--- src/rtl/uart_rx_fifo.sv ---
// 8N1 UART receiver with a small byte FIFO and sticky frame/overflow status.
// The serial line is double-synchronized; every bit is sampled mid-bit by a reloading down-counter.
`timescale 1ns/1ps
module uart_rx_fifo #(
  parameter int G_CLK_PER_BAUD = 100,
  parameter int G_DEPTH_LOG2   = 4
) (
  input  logic       i_clk,
  input  logic       i_rst_n,
  input  logic       i_rx,
  input  logic       i_rd,
  output logic [7:0] o_data,
  output logic       o_empty,
  input  logic       i_clr_status,
  output logic       o_frame_err,
  output logic       o_overflow
);

  localparam int CW    = $clog2(G_CLK_PER_BAUD);
  localparam int A     = G_DEPTH_LOG2;
  localparam int DEPTH = 1 << A;
  localparam logic [CW-1:0] FULL_CNT = CW'(G_CLK_PER_BAUD - 1);
  localparam logic [CW-1:0] HALF_CNT = CW'(G_CLK_PER_BAUD / 2 - 1);
  localparam logic [CW-1:0] CNT_ONE  = CW'(1);
  localparam logic [A:0]    PTR_ONE  = (A + 1)'(1);

  typedef enum logic [2:0] {ST_IDLE, ST_START, ST_DATA, ST_STOP, ST_BREAK} state_e;

  state_e        state_q;
  logic          rx_meta_q, rx_sync_q;
  logic [CW-1:0] cnt_q;
  logic [2:0]    bit_idx_q;
  logic [7:0]    shift_q;
  logic          frame_err_q;

  logic          cnt_done, wr_req, fe_set;

  logic [7:0]    mem_q [DEPTH];
  logic [A:0]    wr_ptr_q, wr_ptr_d, rd_ptr_q, rd_ptr_d;
  logic [7:0]    data_q, data_d;
  logic          empty_q, empty_d, overflow_q, overflow_d;
  logic          full, wr_en, rd_en;

  always_ff @(posedge i_clk or negedge i_rst_n) begin
    if (!i_rst_n) begin
      rx_meta_q <= 1'b1;
      rx_sync_q <= 1'b1;
    end else begin
      rx_meta_q <= i_rx;
      rx_sync_q <= rx_meta_q;
    end
  end

  assign cnt_done = (cnt_q == '0);
  assign wr_req   = (state_q == ST_STOP) && cnt_done && rx_sync_q;
  assign fe_set   = (state_q == ST_STOP) && cnt_done && !rx_sync_q;

  always_ff @(posedge i_clk or negedge i_rst_n) begin
    if (!i_rst_n) begin
      state_q     <= ST_IDLE;
      cnt_q       <= '0;
      bit_idx_q   <= '0;
      shift_q     <= '0;
      frame_err_q <= 1'b0;
    end else begin
      // A set event in the same cycle as a clear must leave the flag set.
      if (fe_set)            frame_err_q <= 1'b1;
      else if (i_clr_status) frame_err_q <= 1'b0;

      case (state_q)
        ST_IDLE: begin
          if (!rx_sync_q) begin
            cnt_q   <= HALF_CNT;
            state_q <= ST_START;
          end
        end
        ST_START: begin
          if (cnt_done) begin
            if (!rx_sync_q) begin
              cnt_q     <= FULL_CNT;
              bit_idx_q <= '0;
              state_q   <= ST_DATA;
            end else begin
              state_q <= ST_IDLE;
            end
          end else begin
            cnt_q <= cnt_q - CNT_ONE;
          end
        end
        ST_DATA: begin
          if (cnt_done) begin
            shift_q <= {rx_sync_q, shift_q[7:1]};
            cnt_q   <= FULL_CNT;
            if (bit_idx_q == 3'd7) state_q <= ST_STOP;
            else                   bit_idx_q <= bit_idx_q + 3'd1;
          end else begin
            cnt_q <= cnt_q - CNT_ONE;
          end
        end
        ST_STOP: begin
          if (cnt_done) state_q <= rx_sync_q ? ST_IDLE : ST_BREAK;
          else          cnt_q   <= cnt_q - CNT_ONE;
        end
        ST_BREAK: begin
          if (rx_sync_q) state_q <= ST_IDLE;
        end
        default: state_q <= ST_IDLE;
      endcase
    end
  end

  assign full = (wr_ptr_q[A] != rd_ptr_q[A]) && (wr_ptr_q[A-1:0] == rd_ptr_q[A-1:0]);

  always_comb begin
    wr_en    = wr_req && !full;
    rd_en    = i_rd && !empty_q;
    wr_ptr_d = wr_en ? wr_ptr_q + PTR_ONE : wr_ptr_q;
    rd_ptr_d = rd_en ? rd_ptr_q + PTR_ONE : rd_ptr_q;
    empty_d  = (rd_ptr_d == wr_ptr_d);
    // Bypass the incoming byte when it lands in the slot the head will point at.
    if (wr_en && (wr_ptr_q[A-1:0] == rd_ptr_d[A-1:0])) data_d = shift_q;
    else                                                data_d = mem_q[rd_ptr_d[A-1:0]];
    if (wr_req && full)    overflow_d = 1'b1;
    else if (i_clr_status) overflow_d = 1'b0;
    else                   overflow_d = overflow_q;
  end

  always_ff @(posedge i_clk) begin
    if (wr_en) mem_q[wr_ptr_q[A-1:0]] <= shift_q;
  end

  always_ff @(posedge i_clk or negedge i_rst_n) begin
    if (!i_rst_n) begin
      wr_ptr_q   <= '0;
      rd_ptr_q   <= '0;
      data_q     <= '0;
      empty_q    <= 1'b1;
      overflow_q <= 1'b0;
    end else begin
      wr_ptr_q   <= wr_ptr_d;
      rd_ptr_q   <= rd_ptr_d;
      data_q     <= data_d;
      empty_q    <= empty_d;
      overflow_q <= overflow_d;
    end
  end

  assign o_data      = data_q;
  assign o_empty     = empty_q;
  assign o_frame_err = frame_err_q;
  assign o_overflow  = overflow_q;

endmodule

--- config.mk ---
export PLATFORM = sky130hd
export DESIGN_NAME = uart_rx_fifo
export DESIGN_NICKNAME = d
export VERILOG_FILES = /design/src/rtl/uart_rx_fifo.sv
export SDC_FILE = /design/constraint.sdc
export NUM_CORES = 1
export LEC_CHECK = 0
export CORE_UTILIZATION = 42
export CTS_BUF_LIST = sky130_fd_sc_hd__clkbuf_4 sky130_fd_sc_hd__clkbuf_8
export DETAILED_ROUTE_END_ITERATION = 16
export PLACE_DENSITY = 0.6
export SETUP_SLACK_MARGIN = 0.02
export SLEW_MARGIN = 0
export SYNTH_ARGS = -nofsm -noshare
export SYNTH_HDL_FRONTEND = slang
export SYNTH_SLANG_ARGS = --single-unit
--- constraint.sdc ---
create_clock -name i_clk -period 4.2 [get_ports i_clk]
set_input_delay 1.05 -clock i_clk [delete_from_list [all_inputs] [get_ports i_clk]]
set_output_delay 1.05 -clock i_clk [all_outputs]
set_load 0.02 [all_outputs]
==> reports/results.txt <==
Status - completed
Crit path arrival time - 3.24 ns
Final setup fails - 0
Avg Inst Size Synth - 14.6 µm²
DRT Pass-1 Iters - 5
CP Cell Sequence - inv_1 > ha_1 > nor4b_2 > nand2_1 > a211oi_2 > nand2_1 > nor2_1
Die X - 133 µm
Delay-heaviest family, CP - simple AND/OR/NAND/NOR gates
CTS tree - done
Post-CTS sizing - 0
Total setup buffers inserted after CTS - 0
Final HPWL DP - 10,200 µm
Slowest cell on crit path - nor2_1
Critical Path Stages - 7
Part of the power in combinational logic - 34.5%
Cell Pwr Density - 579 mW/mm²
Synth Flop Type - edfxtp_1
Synth cell types - 59
Maximum VDD drop - 298 µV
Via density - 5.61
Mapped Cells - 495
Critical Path Fanout Max - 9
Share of synthesized registers carrying an async set or reset - 25.6%
Max Cap Violations - 0
Clock Pin Slew Worst Setup and Hold Paths - 0.09 ns
H-tree levels - 4
I/O pin count - 16
Slew margin rel. - 30.6%
Post-synth EDFFs - 128
WP data required - 4.29 ns
Yosys reg bits - 172
Seq/Total Area, Yosys - 68.6%
Capture point of the worst reg-to-reg path - mem_q[4][4]$_DFFE_PP_
Routed Antenna Nets - 0
Layout Nets - 538
Slew Limit Fails - 0
Clock Sinks - 172
DP Worst Slack - 0.601 ns
Vias in the first global route - 4,282
Sw Ratio - 35.5%
Final GP Congestion - 0.879
Filler instances - 1,451
Global Route met2 Usage - 29.6%
Synth-to-Final Area Change - 11.6%
Most used cell, CP - nand2_1
Net Count, Synth - 508
Core Area - 0.0167 mm²
Clock Root Buffer - clkbuf_8
Largest net degree at the start of global routing - 45
Initial Util - 43.2%
Vias post-DR - 4,253
CP Capture Point - mem_q[4][4]$_DFFE_PP_
Num CTS Buffers - 17
Worst reg2reg path depth - 7
Worst Setup Path Type - reg -> reg
CP Buf/Inv Count - 1
Reg-to-Reg Start - cnt_q[0]$_DFFE_PN0P_
Crit end category - flop
GR Util met3 - 3.95%
DRC Markers - 0
Crit path time final - 3.15 ns
Slew @ Worst Pin - 1.04 ns
Final period utilization - 74.9%
Number of diodes - 0
Drt initial violations - 476
Internal - 0.00301 W
# rows - 47
CP Launch Point - cnt_q[0]$_DFFE_PN0P_
Hold Vio Cnt, Final - 0
FF-to-FF setup slack - 1.05 ns
CTS max path bufs - 2
RSZ-0062 raised after global routing - false
Peak Freq - 0.318 GHz
Final worst slack - 1.05 ns
Pleak - 2.64 nW
Total GRT Usage - 18.9%
Hold WC Path Type - reg -> reg
Cell area after synthesis - 0.00721 mm²
Clock power frac - 23.4%
Startpoint Class - flop
PortBufs - 15
Yosys warning count - 0
Final WL - 15,500 µm
First-pass GRT wire length - 24,800 µm
Layout cell share with drive strength beyond 1 - 15.1%
DR WL/cell - 20.5 µm
Die area - 0.0177 mm²
Skew final - 0.00934 ns
GR Util met1 - 25.6%
Initial antenna violation count - 0
CP max stage delay - 0.80 ns
Switching power - 0.00166 W
Hold buffer count at cts - 0
Grt ovf - 0
Chip height - 133 µm
Setup_tns - 0 ns
GRT busiest layer - met2
Seq pwr share - 42.1%
Skew-Pair Late Insertion Delay - 0.46 ns
[routing by layer]
metal / share of wire (%) / up-vias / wire, µm
met4: 2.3 / 0 / 360
met5: 0 / - / 0
met2: 48 / 153 / 7530
met3: 6.3 / 29 / 979
met1: 43 / 2148 / 6660
li1: - / 1923 / -
[cells in the final DEF, fill, tap and decap left out, drive strengths merged, types with 5 or more instances in the layout]
cell,instances
nand2,80
nor2,39
inv,15
o21ai,8
dfrtp,41
clkinv,8
a32oi,14
clkdlybuf4s50,14
buf,13
mux2i,9
nand3,18
xnor2,12
xor2,11
mux2,8
clkbuf,17
mux4,16
nor3,10
a31oi,20
edfxtp,128
a21oi,5
ha,8
[registers in the layout, indices dropped and copies added (netlist names), 3 cells and up]
register and flops:
mem_q 128, rd_ptr_q 5, state_q 3, bit_idx_q 3
cnt_q 7, wr_ptr_q 5, shift_q 8, o_data 8
[worst reg2reg max path: stages, from the launching register on]
cell and delay, ns:
dfrtp_1 0.42, inv_1 0.09, ha_1 0.20, nor4b_2 0.26, nand2_1 0.19, a211oi_2 0.58
nand2_1 0.23, nor2_1 0.80
[power by group through the flow]
stage	combinational (W)	sequential, W	clock [W]
floorplan	0.00107	0.00201	0
global placement	0.00159	0.00200	0
detailed placement	0.00161	0.00200	0
CTS	0.00162	0.00196	0.00112
global route	0.00175	0.00197	0.00118
finish	0.00161	0.00196	0.00109
[cell type report]
type	instances	area [µm²]	area share (%)
Inverter	12	45.0	0.559
Clock buffer	17	234	2.91
Sequential cell	172	4950	61.5
Timing Repair Buffer	27	260	3.23
Tap cell	220	275	3.42
Multi-Input combinational cell	295	2150	26.7
Clock inverter	15	140	1.74
[Yosys cell counts (2+ instances only)]
library cell / n / area (µm²)
nand3b_1: 3 / 22.5
xnor2_1: 11 / 96.3
inv_1: 9 / 33.8
mux2_2: 8 / 90.1
mux2i_1: 9 / 90.1
a31oi_1: 20 / 125
mux4_2: 12 / 270
nor3_2: 2 / 20.0
nand3_1: 18 / 90.1
nor2_1: 37 / 139
buf_2: 7 / 35.0
a32oi_1: 14 / 123
buf_4: 2 / 15.0
nand4_1: 4 / 25.0
inv_2: 2 / 7.51
xor2_1: 11 / 96.3
dfrtp_1: 41 / 1030
nand2_1: 80 / 300
nor3_1: 8 / 40.0
edfxtp_1: 128 / 3840
nand2b_1: 3 / 18.8
clkbuf_1: 6 / 22.5
o21ai_0: 7 / 35.0
mux4_1: 4 / 105
dfstp_2: 3 / 78.8
a22o_1: 2 / 17.5
ha_1: 8 / 100
a21oi_1: 5 / 25.0
[through the flow]
stage / instance area, µm² / hold slack [ns] / instances / total power (W) / utilization, %
global placement: 7680 / 0.347 / 726 / 0.00359 / 46.0
global route: 8050 / 0.369 / 758 / 0.00491 / 48.2
detailed placement: 7680 / 0.351 / 726 / 0.00361 / 46.0
floorplan: 7210 / 0.345 / 495 / 0.00307 / -
CTS: 8050 / 0.364 / 758 / 0.00470 / 48.2
finish: 8050 / 0.361 / 758 / 0.00467 / 48.2
[how the worst min path moves through the flow]
| stage | endpoint | cells past startpoint | start | slack, ns |
|---|---|---|---|---|
| after floorplan | rx_sync_q$_DFF_PN1_ | 0 | rx_meta_q$_DFF_PN1_ | 0.35 |
| after global placement | rx_sync_q$_DFF_PN1_ | 0 | rx_meta_q$_DFF_PN1_ | 0.35 |
| after detailed placement | rx_sync_q$_DFF_PN1_ | 0 | rx_meta_q$_DFF_PN1_ | 0.35 |
| after CTS | rx_sync_q$_DFF_PN1_ | 0 | rx_meta_q$_DFF_PN1_ | 0.36 |
| after global routing | rx_sync_q$_DFF_PN1_ | 0 | rx_meta_q$_DFF_PN1_ | 0.37 |
| final | rx_sync_q$_DFF_PN1_ | 0 | rx_meta_q$_DFF_PN1_ | 0.36 |
[logic make-up after synthesis]
kind of cell             share of synthesized area (%)
buffers and inverters                             1.79
adder cells (fa/ha/maj)                           1.39
flip-flops                                        68.6
multiplexers                                      7.70
AO/OA/AOI/OAI                                     6.30
XOR/XNOR                                          3.54
AND/OR/NAND/NOR                                   10.7
Power figures use the tool's default switching activity.
==> variant 1: new RTL, same settings <==
Set the parameter `G_CLK_PER_BAUD` to 50 (it was 100).
--- a/src/rtl/uart_rx_fifo.sv
+++ b/src/rtl/uart_rx_fifo.sv
@@ -2,7 +2,7 @@
 // The serial line is double-synchronized; every bit is sampled mid-bit by a reloading down-counter.
 `timescale 1ns/1ps
 module uart_rx_fifo #(
-  parameter int G_CLK_PER_BAUD = 100,
+  parameter int G_CLK_PER_BAUD = 50,
   parameter int G_DEPTH_LOG2   = 4
 ) (
   input  logic       i_clk,
Function: same outputs for any inputs over 10 cycles, from zero or initial values and one cycle with i_rst_n low; that may be too few to reach the edited logic, so the function may still have changed.
==> variant 1 against the unedited design <==
- worst setup slack worse by 0.23 ns
- sequential cell count down 1
- sequential power up 7%
- routed wire length up 0.88%
- count of clock-buffer cells in the layout up 3
- critical path type is now in2reg
- total power up 11%
- global-route usage down 0.066 points
- cell area up 0.92%
- synthesized area up 2.1%
- non-clock buffer count down 3
- utilization down 1.1 points
- first-iteration DRC count down 24%
- critical path depth up 1
==> variant 1: results <==
[logic_synthesis]
synth_common_cells = "edfxtp_1 (128), dfrtp_1 (40), mux2i_1 (34)"
synth_area_leaders = "edfxtp_1 (52%), dfrtp_1 (14%), mux2i_1 (4.6%), mux4_2 (4.3%), ha_1 (1.5%)"
synthMuxAreaShare_pct = 12.57
synthArstFlopShare_pct = 25.15

[global_route]
grt_use_met3_pct = 4.505
grtUsageMet1_pct = 26.44
grtUsageTotal_pct = 18.82
grt_pass1_wl_mm = 24.23
grt_max_degree = 44

[layout]
nets = 492
drive_above_1_share_pct = 18.94
fillCellCount = 1456
nFlopsAndLatches = 171
sh_seq_area_pct = 60.59
multi_input_gates = 252
buffers = 24
clock_cell_area_share_pct = 4.543

[power]
clkPwrFrac_pct = 21.4

[timing]
skew_ns = 0.01535
worst_slew_pin_slew_ns = 1.109

[setup_path]
rrSetupSlack_ns = 0.90
slowest_delay_ns = 0.85
cp-startpoint = "i_rd"
crit_end = "o_data[4]$_DFF_PN0_"
r2r-start = "state_q[2]$_DFFE_PN0P_"
worstReg2RegEnd = "mem_q[12][5]$_DFFE_PP_"

[detailed_routing]
wl_met1_mm = 7.300
drt-pass1-iter-count = 4
wl_met3_microns = 668
wl_met2_mm = 7.494
vias_per_cell = 5.582
drt_iter0_markers = 360
wirelength_mm = 15.66

[run_status]
outcome = "complete, no violations"
-- variant 1: cell types whose count changed after synthesis, sizes merged, moves of 7 or more --
cell   change
mux2i     +25
a221o      +7
nand2     -60
a22o       +8
a31oi     -18
a32oi     -13
nor2      -15
mux2       +9
-- variant 1: cell families (layout without fill, tap and decap cells) --
group / after synthesis / in the layout
flops: 171 / 171
mux: 67 / 67
simple gates: 96 / 96
fa+ha+maj: 9 / 9
buf+inv: 31 / 68
xor+xnor: 22 / 22
compound gates: 58 / 58
-- variant 1: worst min-delay path by stage --
stage                              from                   to  slack [ns]  cells after the start
floorplan           rx_meta_q$_DFF_PN1_  rx_sync_q$_DFF_PN1_        0.35                      0
global placement    rx_meta_q$_DFF_PN1_  rx_sync_q$_DFF_PN1_        0.35                      0
detailed placement  rx_meta_q$_DFF_PN1_  rx_sync_q$_DFF_PN1_        0.35                      0
CTS                 rx_meta_q$_DFF_PN1_  rx_sync_q$_DFF_PN1_        0.36                      0
global route        rx_meta_q$_DFF_PN1_  rx_sync_q$_DFF_PN1_        0.37                      0
finish              rx_meta_q$_DFF_PN1_  rx_sync_q$_DFF_PN1_        0.36                      0
-- variant 1: critical path: cells and delay by family --
family                    cells  cell delay [ns]
xor gates and xnor gates      1             0.85
buffers and inverters         2             0.80
AOI/OAI and AO/OA             2             0.37
and+or+nand+nor               1             0.18
muxes                         2             0.47
-- variant 1: through the flow --
stage	cells	worst slack, ns	cell area (sq um)	power, mW
final	716	0.8183	8125	5.183
after global routing	716	0.5133	8125	5.444
after floorplan	454	1.373	7368	3.583
after CTS	716	0.7529	8125	5.212
after global placement	684	0.3174	7756	4.063
after detailed placement	684	0.2574	7756	4.103
==> variant 2: new RTL, config.mk and constraints unchanged <==
Made on the original files. Make the reset (`i_rst_n`) synchronous in 3 clocked blocks.
--- a/src/rtl/uart_rx_fifo.sv
+++ b/src/rtl/uart_rx_fifo.sv
@@ -41,7 +41,7 @@
   logic          empty_q, empty_d, overflow_q, overflow_d;
   logic          full, wr_en, rd_en;
 
-  always_ff @(posedge i_clk or negedge i_rst_n) begin
+  always_ff @(posedge i_clk) begin
     if (!i_rst_n) begin
       rx_meta_q <= 1'b1;
       rx_sync_q <= 1'b1;
@@ -55,7 +55,7 @@
   assign wr_req   = (state_q == ST_STOP) && cnt_done && rx_sync_q;
   assign fe_set   = (state_q == ST_STOP) && cnt_done && !rx_sync_q;
 
-  always_ff @(posedge i_clk or negedge i_rst_n) begin
+  always_ff @(posedge i_clk) begin
     if (!i_rst_n) begin
       state_q     <= ST_IDLE;
       cnt_q       <= '0;
@@ -129,7 +129,7 @@
     if (wr_en) mem_q[wr_ptr_q[A-1:0]] <= shift_q;
   end
 
-  always_ff @(posedge i_clk or negedge i_rst_n) begin
+  always_ff @(posedge i_clk) begin
     if (!i_rst_n) begin
       wr_ptr_q   <= '0;
       rd_ptr_q   <= '0;
Formal check against the unedited RTL: same outputs for any inputs over 10 cycles, from zero or initial values and one cycle with i_rst_n low; that may be too few to reach the edited logic, so the function may still have changed.
==> variant 2 against the unedited design <==
- clock skew rose by 0.0028 ns
- non-clock buffer count fell by 1
- cell area rose by 1.1%
- routed wire length fell by 8.7%
- synthesized area rose by 1.7%
- maximum frequency fell by 5.0%
- worst setup slack got worse by 0.17 ns
- first-iteration DRC count fell by 33%
- via count fell by 0.35%
- cell count rose by 2.8%
- sequential cell count did not move
- synthesized cell count rose by 6.5%
Power is not compared: it rests on default switching activity, and its combinational part moved more than twofold at a synthesized area within 25%.
==> variant 2: results <==
[run_status]
outcome = "complete, no violations"

[logic_synthesis]
syn_avg_cell_area_sq_um = 13.93
synth_area_leaders = "edfxtp_1 (52%), dfxtp_1 (12%), mux4_2 (4.9%), mux2i_1 (3.4%), nand2_1 (2.5%)"
synth-xor-area-share_pct = 4.228
yosysUniqueCellTypes = 60
synth-seq-area-share_pct = 64.37
synthMuxAreaShare_pct = 8.524
synth_nets = 541
synthAdderAreaFrac_pct = 1.534
synth_common_cells = "edfxtp_1 (128), nand2_1 (48), dfxtp_1 (44)"
ys.flop_type = "edfxtp_1"
synth-compound-area-share_pct = 8.063
synthArstFlopShare_pct = 0

[setup_path]
crit_fanout = 19
slowest_delay_ns = 0.71
crit_end = "o_data[6]$_SDFF_PN0_"
critPathSlowestCell = "o31ai_2"
cp-startpoint = "i_rd"
cp.required_ns = 4.49
rrSetupSlack_ns = 1.03
r2r-start = "cnt_q[0]$_SDFFE_PN0P_"
worstReg2RegEnd = "mem_q[7][5]$_DFFE_PP_"

[layout]
buffer_area_share_pct = 3.013
multi_input_gates = 319
drive_above_1_share_pct = 13.60
nFlopsAndLatches = 172
nets = 560
clockBufferCount = 20
sh_seq_area_pct = 58.05
buffers = 26
clock_cell_area_share_pct = 5.319
multiInputGateArea_sq_um = 2424
largest_register_ffs = 128

[detailed_routing]
routedWlPerCell_microns = 18.20
wl_met1_mm = 6.340
wl_met3_microns = 564
drt-pass1-iter-count = 4

[timing]
post-route-period-util_pct = 78.91
skew_ns = 0.01213
timing.hold.ws_ns = 0.4324
slew_headroom_pct = 37.93

[power]
power_density_nw_per_um2 = 386.9

[placed_design]
io_buffers = 15
dp_hpwl_mm = 9.629
pre_cts_ws_ns = 0.3202
placedCellCount = 747
dpl-instance-area_sq_um = 7706
place.gp.congestion = 0.7760

[global_route]
grtUsageMet1_pct = 21.36
grt_pass1_wl_mm = 22.58
grt_use_met2_pct = 28.90
grtUsageTotal_pct = 16.89
grt_use_met3_pct = 3.968

[worst_hold_path]
hold_path_startpoint = "rx_meta_q$_SDFF_PN1_"
min_to = "rx_sync_q$_SDFF_PN1_"
-- variant 2: changes by cell type in the layout (fill, tap and decap cells not counted), sizes merged, moves of 8 or more --
cell / unedited run / this run
a21oi: 5 / 22
mux2i: 9 / 25
a32oi: 14 / 1
nor2: 39 / 31
nand2: 80 / 48
dfxtp: 0 / 44
a222oi: 0 / 8
dfrtp: 41 / 0
a31oi: 20 / 11
-- variant 2: where the power goes --
group | internal (mW) | leakage, nW | total, mW | switching [mW]
combinational | 0.0370 | 1.05 | 0.0948 | 0.0578
sequential | 1.81 | 1.54 | 1.82 | 0.0106
clock | 0.672 | 0.213 | 1.24 | 0.564
-- variant 2: critical path, delay by kind of cell --
family | cells | cell delay, ns
mux | 1 | 0.47
xor+xnor | 1 | 0.25
buf+inv | 1 | 0.51
compound gates | 2 | 0.96
simple gates | 1 | 0.34
